File: src/rtl/multi_square_top_if.sv
// Handshake bundle for multi_square_top: per-channel operand inputs and the shared result port.
// res_cnt exists only when SQ_RESULT_CNT_EN is defined.
interface multi_square_top_if #(
    parameter int NUM_CH = 4,
    parameter int W      = 4
);
    logic [NUM_CH-1:0]         in_valid;
    logic [NUM_CH-1:0]         in_ready;
    logic [NUM_CH*W-1:0]       in_n;
    logic                      out_valid;
    logic                      out_ready;
    logic [$clog2(NUM_CH)-1:0] out_ch;
    logic [2*W-1:0]            out_sq;
`ifdef SQ_RESULT_CNT_EN
    logic [NUM_CH*16-1:0]      res_cnt;
`endif

    modport master (
        output in_valid, in_n, out_ready,
        input  in_ready, out_valid, out_ch, out_sq
`ifdef SQ_RESULT_CNT_EN
        , input res_cnt
`endif
    );

    modport slave (
        input  in_valid, in_n, out_ready,
        output in_ready, out_valid, out_ch, out_sq
`ifdef SQ_RESULT_CNT_EN
        , output res_cnt
`endif
    );
endinterface

File: src/rtl/multi_square_top.sv
// NUM_CH independent shift-add squarers sharing one registered output through a round-robin arbiter.
// Optional per-channel delivered-result counters are enabled with SQ_RESULT_CNT_EN.
module multi_square_top #(
    parameter int NUM_CH = 4,
    parameter int W      = 4
) (
    input logic               clk,
    input logic               rst,
    multi_square_top_if.slave bus
);
    localparam int CH_W  = $clog2(NUM_CH);
    localparam int CNT_W = $clog2(W);
    localparam logic [CNT_W-1:0] LAST_BIT = CNT_W'(W - 1);

    typedef enum logic [1:0] {S_IDLE, S_CALC, S_DONE} state_t;

    state_t           st       [NUM_CH];
    logic [W-1:0]     opnd     [NUM_CH];
    logic [2*W-1:0]   acc      [NUM_CH];
    logic [CNT_W-1:0] bit_cnt  [NUM_CH];
    logic [2*W-1:0]   sum_next [NUM_CH];
    logic [2*W-1:0]   result   [NUM_CH];
    logic [NUM_CH-1:0] eligible;
    logic [NUM_CH-1:0] grant;
    logic [NUM_CH-1:0] in_ready_q;
    logic [CH_W-1:0]   ptr;
    logic [CH_W-1:0]   grant_idx;
    logic              grant_vld;
    logic              loadable;
    logic              out_valid_q;
    logic [CH_W-1:0]   out_ch_q;
    logic [2*W-1:0]    out_sq_q;

    assign bus.in_ready  = in_ready_q;
    assign bus.out_valid = out_valid_q;
    assign bus.out_ch    = out_ch_q;
    assign bus.out_sq    = out_sq_q;
    assign loadable      = !out_valid_q || bus.out_ready;

    // A channel in its last CALC cycle competes with the completed sum so the
    // result can land in the output register on the same edge that finishes it.
    always_comb begin
        for (int unsigned k = 0; k < NUM_CH; k++) begin
            sum_next[k] = acc[k] + (opnd[k][bit_cnt[k]] ? ((2*W)'(opnd[k]) << bit_cnt[k]) : '0);
            eligible[k] = (st[k] == S_DONE) || ((st[k] == S_CALC) && (bit_cnt[k] == LAST_BIT));
            result[k]   = (st[k] == S_DONE) ? acc[k] : sum_next[k];
        end
    end

    always_comb begin
        grant_vld = 1'b0;
        grant_idx = '0;
        grant     = '0;
        if (loadable) begin
            for (int unsigned i = 0; i < NUM_CH; i++) begin
                if (!grant_vld && eligible[CH_W'((32'(ptr) + i) % NUM_CH)]) begin
                    grant_vld = 1'b1;
                    grant_idx = CH_W'((32'(ptr) + i) % NUM_CH);
                end
            end
        end
        if (grant_vld) grant[grant_idx] = 1'b1;
    end

    always_ff @(posedge clk) begin
        if (rst) begin
            for (int unsigned k = 0; k < NUM_CH; k++) begin
                st[k]      <= S_IDLE;
                opnd[k]    <= '0;
                acc[k]     <= '0;
                bit_cnt[k] <= '0;
            end
            in_ready_q  <= '1;
            out_valid_q <= 1'b0;
            out_ch_q    <= '0;
            out_sq_q    <= '0;
            ptr         <= '0;
        end else begin
            for (int unsigned k = 0; k < NUM_CH; k++) begin
                case (st[k])
                    S_IDLE: begin
                        if (bus.in_valid[k] && in_ready_q[k]) begin
                            st[k]         <= S_CALC;
                            opnd[k]       <= bus.in_n[k*W +: W];
                            acc[k]        <= '0;
                            bit_cnt[k]    <= '0;
                            in_ready_q[k] <= 1'b0;
                        end
                    end
                    S_CALC: begin
                        acc[k]     <= sum_next[k];
                        bit_cnt[k] <= bit_cnt[k] + 1'b1;
                        if (bit_cnt[k] == LAST_BIT) begin
                            if (grant[k]) begin
                                st[k]         <= S_IDLE;
                                in_ready_q[k] <= 1'b1;
                            end else begin
                                st[k] <= S_DONE;
                            end
                        end
                    end
                    S_DONE: begin
                        if (grant[k]) begin
                            st[k]         <= S_IDLE;
                            in_ready_q[k] <= 1'b1;
                        end
                    end
                    default: st[k] <= S_IDLE;
                endcase
            end

            if (grant_vld) begin
                out_valid_q <= 1'b1;
                out_ch_q    <= grant_idx;
                out_sq_q    <= result[grant_idx];
                ptr         <= (grant_idx == CH_W'(NUM_CH - 1)) ? '0 : grant_idx + 1'b1;
            end else if (bus.out_ready) begin
                out_valid_q <= 1'b0;
            end
        end
    end

`ifdef SQ_RESULT_CNT_EN
    logic [15:0] res_cnt_q [NUM_CH];

    always_ff @(posedge clk) begin
        if (rst) begin
            for (int unsigned k = 0; k < NUM_CH; k++) res_cnt_q[k] <= '0;
        end else if (out_valid_q && bus.out_ready && (res_cnt_q[out_ch_q] != 16'hFFFF)) begin
            res_cnt_q[out_ch_q] <= res_cnt_q[out_ch_q] + 1'b1;
        end
    end

    always_comb begin
        bus.res_cnt = '0;
        for (int unsigned k = 0; k < NUM_CH; k++) bus.res_cnt[k*16 +: 16] = res_cnt_q[k];
    end
`endif
endmodule

File: src/flat_wrapper.sv
// flat-port wrapper written by rule: the top's interface ports become plain ports
module multi_square_top_flat 
#(
    parameter int NUM_CH = 4,
    parameter int W      = 4
)
  (clk, rst, bus_in_valid, bus_in_n, bus_out_ready, bus_in_ready, bus_out_valid, bus_out_ch, bus_out_sq);
  multi_square_top_if #(.NUM_CH(NUM_CH), .W(W)) bus_i ();
  input logic clk;
  input logic rst;
  input wire logic [$bits(bus_i.in_valid)-1:0] bus_in_valid;
  input wire logic [$bits(bus_i.in_n)-1:0] bus_in_n;
  input wire logic [$bits(bus_i.out_ready)-1:0] bus_out_ready;
  output wire logic [$bits(bus_i.in_ready)-1:0] bus_in_ready;
  output wire logic [$bits(bus_i.out_valid)-1:0] bus_out_valid;
  output wire logic [$bits(bus_i.out_ch)-1:0] bus_out_ch;
  output wire logic [$bits(bus_i.out_sq)-1:0] bus_out_sq;
  assign bus_i.in_valid = bus_in_valid;
  assign bus_i.in_n = bus_in_n;
  assign bus_i.out_ready = bus_out_ready;
  assign bus_in_ready = bus_i.in_ready;
  assign bus_out_valid = bus_i.out_valid;
  assign bus_out_ch = bus_i.out_ch;
  assign bus_out_sq = bus_i.out_sq;
  multi_square_top #(.NUM_CH(NUM_CH), .W(W)) u_core (.clk(clk), .rst(rst), .bus(bus_i));
endmodule
File: config.mk
export PLATFORM = sky130hd
export DESIGN_NAME = multi_square_top_flat
export DESIGN_NICKNAME = d
export VERILOG_FILES = /design/src/rtl/multi_square_top_if.sv /design/src/rtl/multi_square_top.sv /design/src/flat_wrapper.sv
export SDC_FILE = /design/constraint.sdc
export NUM_CORES = 1
export LEC_CHECK = 0
export CORE_MARGIN = 5
export CORE_UTILIZATION = 45
export CTS_BUF_LIST = sky130_fd_sc_hd__clkbuf_8
export CTS_CLUSTER_SIZE = 20
export DETAILED_ROUTE_END_ITERATION = 8
export PLACE_DENSITY = 0.74
export SYNTH_ARGS = -nofsm -noshare
export SYNTH_HDL_FRONTEND = slang
export SYNTH_SLANG_ARGS = --single-unit
File: constraint.sdc
create_clock -name clk -period 8.15 [get_ports clk]
set_input_delay 1.2225 -clock clk [delete_from_list [all_inputs] [get_ports clk]]
set_output_delay 1.2225 -clock clk [all_outputs]
set_load 0.1 [all_outputs]
Word level (Yosys, flattened, before mapping)
Memory sizes are Yosys's and may differ from the RTL's. Index checks and enable logic that the tools add are counted.

Divide/modulo/power cells: 0. Add/sub/neg operators: 12. Shift-type cells: 4. Eq/ne operators: 21. Order comparisons: 11. Multipliers: 0. Mux-type cells: 196. Bitwise operators: 41. Reductions and logical operators: 38.

Operator list (count): $mux 8 (18); $mux 1 (125); $mux 2 (34); $or 1x1->1 (40); $add 8x8->8 (4); $shl 4x2->8 (4); $lt 2x3->1 const B (9); $mux 4 (5); $eq 2x2->1 const B (9); $bmux 1 s2 (8); $bmux 8 s2 (1); $add 2x1->2 const B (6); $logic_and 1x1->1 (12); $pmux 1 s3 (4); $reduce_and 3->1 (4); $reduce_bool 3->1 (4); $reduce_or 3->1 (4); $eq 2x1->1 const B (4); $logic_not 2->1 (4); $ne 2x1->1 const B (4); $ne 2x2->1 const B (4); $logic_or 1x1->1 (5); $add 2x2->2 const B (2); $logic_not 1->1 (4); other kinds (5) (5).

Memories: 4. ROM bits: 0. Bits in latches: 0. RAM bits: 64. Output and inout bits: 15. Register bits after elaboration: 17.

Memories: u_core.acc (depth 4, bits a word 8, rd ports 4, clocked after memory_dff 0, wr ports 4, line multi_square_top.sv:19) `logic [2*W-1:0] acc [NUM_CH];`; u_core.opnd (depth 4, bits a word 4, rd ports 4, clocked after memory_dff 0, wr ports 4, line multi_square_top.sv:18) `logic [W-1:0] opnd [NUM_CH];`; u_core.bit_cnt (depth 4, bits a word 2, rd ports 4, clocked after memory_dff 0, wr ports 4, line multi_square_top.sv:20) `logic [CNT_W-1:0] bit_cnt [NUM_CH];`; u_core.st (depth 4, bits a word 2, rd ports 4, clocked after memory_dff 0, wr ports 4, line multi_square_top.sv:17) `state_t st [NUM_CH];`.

Depth between registers and ports, before layout
Depth after elaboration: 33. Mapped depth: 13. Mapped depth without buffers: 11.

Worst setup path before layout
OpenSTA, ideal clock, no wires.

Path kind: input to register. Start: input bus_out_ready. End: memory u_core.st[0][0] (netlist bit), enable pin. Arrival: 2.708 ns. Setup slack: 5.182 ns. Required time: 7.889 ns. Buffers on the path: 1. Cell stages on the path: 9. Setup time: 0.261 ns. Path through: nand2b_1 -> o21a_1 -> and2_1 -> inv_2 -> buf_6 -> ha_1 -> a32oi_1 -> nor2_1 -> or3_1.

RTL lines: from (decl) (line flat_wrapper.sv:13) `input wire logic [$bits(bus_i.out_ready)-1:0] bus_out_ready;`; to (decl) (line multi_square_top.sv:17).

==> impl_metrics.env <==
export IMPL_outcome="complete, no violations"
export IMPL_rr_startpoint="u_core.st[0][0]"
export IMPL_maxCapViolations=0
export IMPL_post_route_min_period_ns=4.10
export IMPL_power_density_nw_per_um2=322
export IMPL_path_cells="inv_1, ha_1, a21o_1, a22o_1, a211oi_2, and2_1, inv_2, ha_1, a32oi_1, nor2_1, or3_1"
export IMPL_die_w_um=122
export IMPL_rr_worst_depth=11
export IMPL_drt_pass1_iterations=5
export IMPL_cp_required_ns=8.28
export IMPL_worstSetupEndpointType="flop"
export IMPL_grt_pass1_vias=4489
export IMPL_fp_dieH_um=122
export IMPL_synth_largest_area_cell="edfxtp_1"
export IMPL_syn_avg_cell_area_um2=9.25
export IMPL_r2r_end="u_core.st[0][0]"
export IMPL_netlist_area_um2=5650
export IMPL_synthesis_nets=687
export IMPL_vias=4548
export IMPL_timing_final_ws_setup_ns=4.05
export IMPL_p_sw_share_pct=47.0
export IMPL_fin_cells=814
export IMPL_async_reset_ff_share_pct=0
export IMPL_p_leak_nw=2.54
export IMPL_cts_made_buffers=9
export IMPL_ys_ff_latch=81
export IMPL_coreArea_um2=12500
export IMPL_reg2reg_slack_ns=4.05
export IMPL_portBuffers=37
export IMPL_synth_top_area_share_pct=34.0
export IMPL_yosys_warnings=0
export IMPL_hpwl_mm=10.1
export IMPL_synthCells=611
export IMPL_cts_clk_slew_worst_paths_ns=0.08
export IMPL_cts_root_buf="clkbuf_8"
export IMPL_critPathMaxStageDelay_ns=0.75
export IMPL_synth_flop_cell="edfxtp_1"
export IMPL_finClkSkew_ns=0.0158
export IMPL_ys_types=58
export IMPL_hold_path_class="reg2reg"
export IMPL_seq_area_frac_synth_pct=40.0
export IMPL_synth_area_leaders="edfxtp_1 (34%), ha_1 (11%), dfxtp_1 (6.0%)"
export IMPL_worstHoldStart="u_core.bus.out_ch[1]"
export IMPL_yosys_top_cells_count="nor2_1 (69), edfxtp_1 (64), nand2_1 (54), ha_1 (49), inv_1 (36)"
export IMPL_critPathLaunch="u_core.st[0][0]"
export IMPL_die_area_um2=14900
export IMPL_p_switching_mw=0.961
export IMPL_wl_mm=13.1
export IMPL_fp_row_count=41
export IMPL_finalCritPeriodShare_pct=50.3
export IMPL_p_total_mw=2.04
export IMPL_cts_tree="built"
export IMPL_final_max_slew_violation_count=0
export IMPL_dp_cells=798
export IMPL_drive_above_1_share_pct=3.74
export IMPL_synth_most_common_cell="nor2_1"
export IMPL_wl_per_cell_um=16.1
export IMPL_fmax_mhz=244
export IMPL_hold_viol=0
export IMPL_grt_max_degree=38
export IMPL_antenna_found_initial=0
export IMPL_postCtsSetupRepairBufs=0
export IMPL_slowest_stage="a211oi_2"
export IMPL_syn2layout_area_growth_pct=12.2
export IMPL_start_util_pct=45.3
export IMPL_p_clk_share_pct=15.5
export IMPL_synth_edf_count=64
export IMPL_cts_hold_buf=0
export IMPL_path_max_fanout=19
export IMPL_arrival_ns=4.22
export IMPL_boundaryPins=38
export IMPL_finalSetupViolCount=0
export IMPL_clockBufferDepth=2
export IMPL_ir_drop_mv=0.203
export IMPL_min_to="u_core.bus.out_ch[1]"
export IMPL_slew_headroom_pct=34.2
export IMPL_clkLatencyLatePin_ns=0.38
export IMPL_hold_path_depth=2
export IMPL_place_congestion=0.845
export IMPL_grt_pass1_wl_mm=21.5
export IMPL_seq_power_share_pct=33.6
export IMPL_cts_max_level=3
export IMPL_clock_sinks=81
export IMPL_rsz0062_at_grt="no"
export IMPL_nFillCells=1142
export IMPL_cts_resized=0
export IMPL_track_usage_pct=18.3
export IMPL_fin_tns_setup_ns=0
export IMPL_crit_type="reg2reg"
export IMPL_worstMarginPinSlew_ns=0.984
export IMPL_final_nets=713
export IMPL_drtIter0Drc=312
export IMPL_ant_nets=0
export IMPL_drc=0
export IMPL_p_comb_share_pct=50.9
export IMPL_start_kind="flop"
export IMPL_internal_power_mw=1.08
export IMPL_antennaDiodeCount=0
export IMPL_grt_overflow_total=0
export IMPL_pre_cts_ws_ns=3.94
export IMPL_cpMostUsedCell="ha_1"
export IMPL_vias_per_cell=5.59
[worst max-delay path by stage]
stage	slack [ns]	cells past startpoint	end
6_report	4.05	11	u_core.st[0][0]
5_1_grt	3.80	11	u_core.st[0][0]
4_1_cts	4.13	11	u_core.st[0][0]
3_5_place_dp	3.94	9	u_core.st[0][0]
3_3_place_gp	4.04	9	u_core.st[0][1]
2_1_floorplan	5.18	9	u_core.st[0][0]
[worst max-delay path: cells and delay by family, from the launching register on]
kind	cells	cell delay (ns)
flip-flops	1	0.39
AND/OR/NAND/NOR	3	0.90
AO/OA/AOI/OAI	4	1.54
adder cells (fa/ha/maj)	2	0.71
buffers and inverters	2	0.31
[metal layers]
| layer | up-vias | wire (µm) | track usage (%) |
|---|---|---|---|
| li1 | 2252 | - | - |
| met1 | 2146 | 5790 | 23.3 |
| met2 | 136 | 6380 | 31.7 |
| met3 | 14 | 729 | 3.57 |
| met4 | 0 | 206 | 5.53 |
| met5 | - | 0 | 0 |
[power groups by stage]
stage | registers, mW | logic [mW] | clock network (mW)
finish | 0.687 | 1.04 | 0.317
global route | 0.702 | 1.13 | 0.337
CTS | 0.686 | 1.04 | 0.319
detailed placement | 0.695 | 1.03 | 0
global placement | 0.686 | 1.00 | 0
floorplan | 0.864 | 0.610 | 0
[stage by stage]
stage / instance area, µm² / hold slack (ns) / utilization [%]
floorplan: 5650 / 0.500 / -
global placement: 6130 / 0.473 / 49.2
detailed placement: 6130 / 0.480 / 49.2
CTS: 6340 / 0.491 / 50.9
global route: 6340 / 0.504 / 50.9
finish: 6340 / 0.495 / 50.9
[cell usage in the layout (no fill, tap or decap), types with 19 or more instances in the layout]
cell type        instances
nor2_1                  69
edfxtp_1                64
nand2_1                 54
ha_1                    49
inv_1                   38
clkdlybuf4s50_1         37
o21ai_0                 34
a21oi_1                 24
and2_1                  21
xor2_1                  19
[layout make-up]
cell class / count / area, µm² / share of cell area [%]
Inverter: 38 / 143 / 2.25
Sequential cell: 81 / 2260 / 35.7
Tap cell: 172 / 215 / 3.39
Multi-Input combinational cell: 469 / 3130 / 49.4
Timing Repair Buffer: 38 / 378 / 5.96
Clock buffer: 12 / 165 / 2.61
Clock inverter: 4 / 42.5 / 0.671
[cells by family (layout without fill, tap and decap cells)]
logic type	after synthesis	after routing	synth area share, %
flip-flops	81	81	40.0
AND/OR/NAND/NOR	240	240	21.2
multiplexers	3	3	0.532
AO/OA/AOI/OAI	146	146	17.3
XOR/XNOR	27	27	4.19
buffers and inverters	61	92	4.47
adder cells (fa/ha/maj)	53	53	12.3
[flip-flops by register name (all words and copies together) (netlist names)]
| register | flops |
|---|---|
| u_core.acc | 32 |
| u_core.bus.out_sq | 8 |
| u_core.bus.out_ch | 2 |
| u_core.ptr | 2 |
| u_core.st | 8 |
| u_core.opnd | 16 |
| u_core.bus.in_ready | 4 |
| u_core.bit_cnt | 8 |
| u_core.bus.out_valid | 1 |
Power figures use the tool's default switching activity.
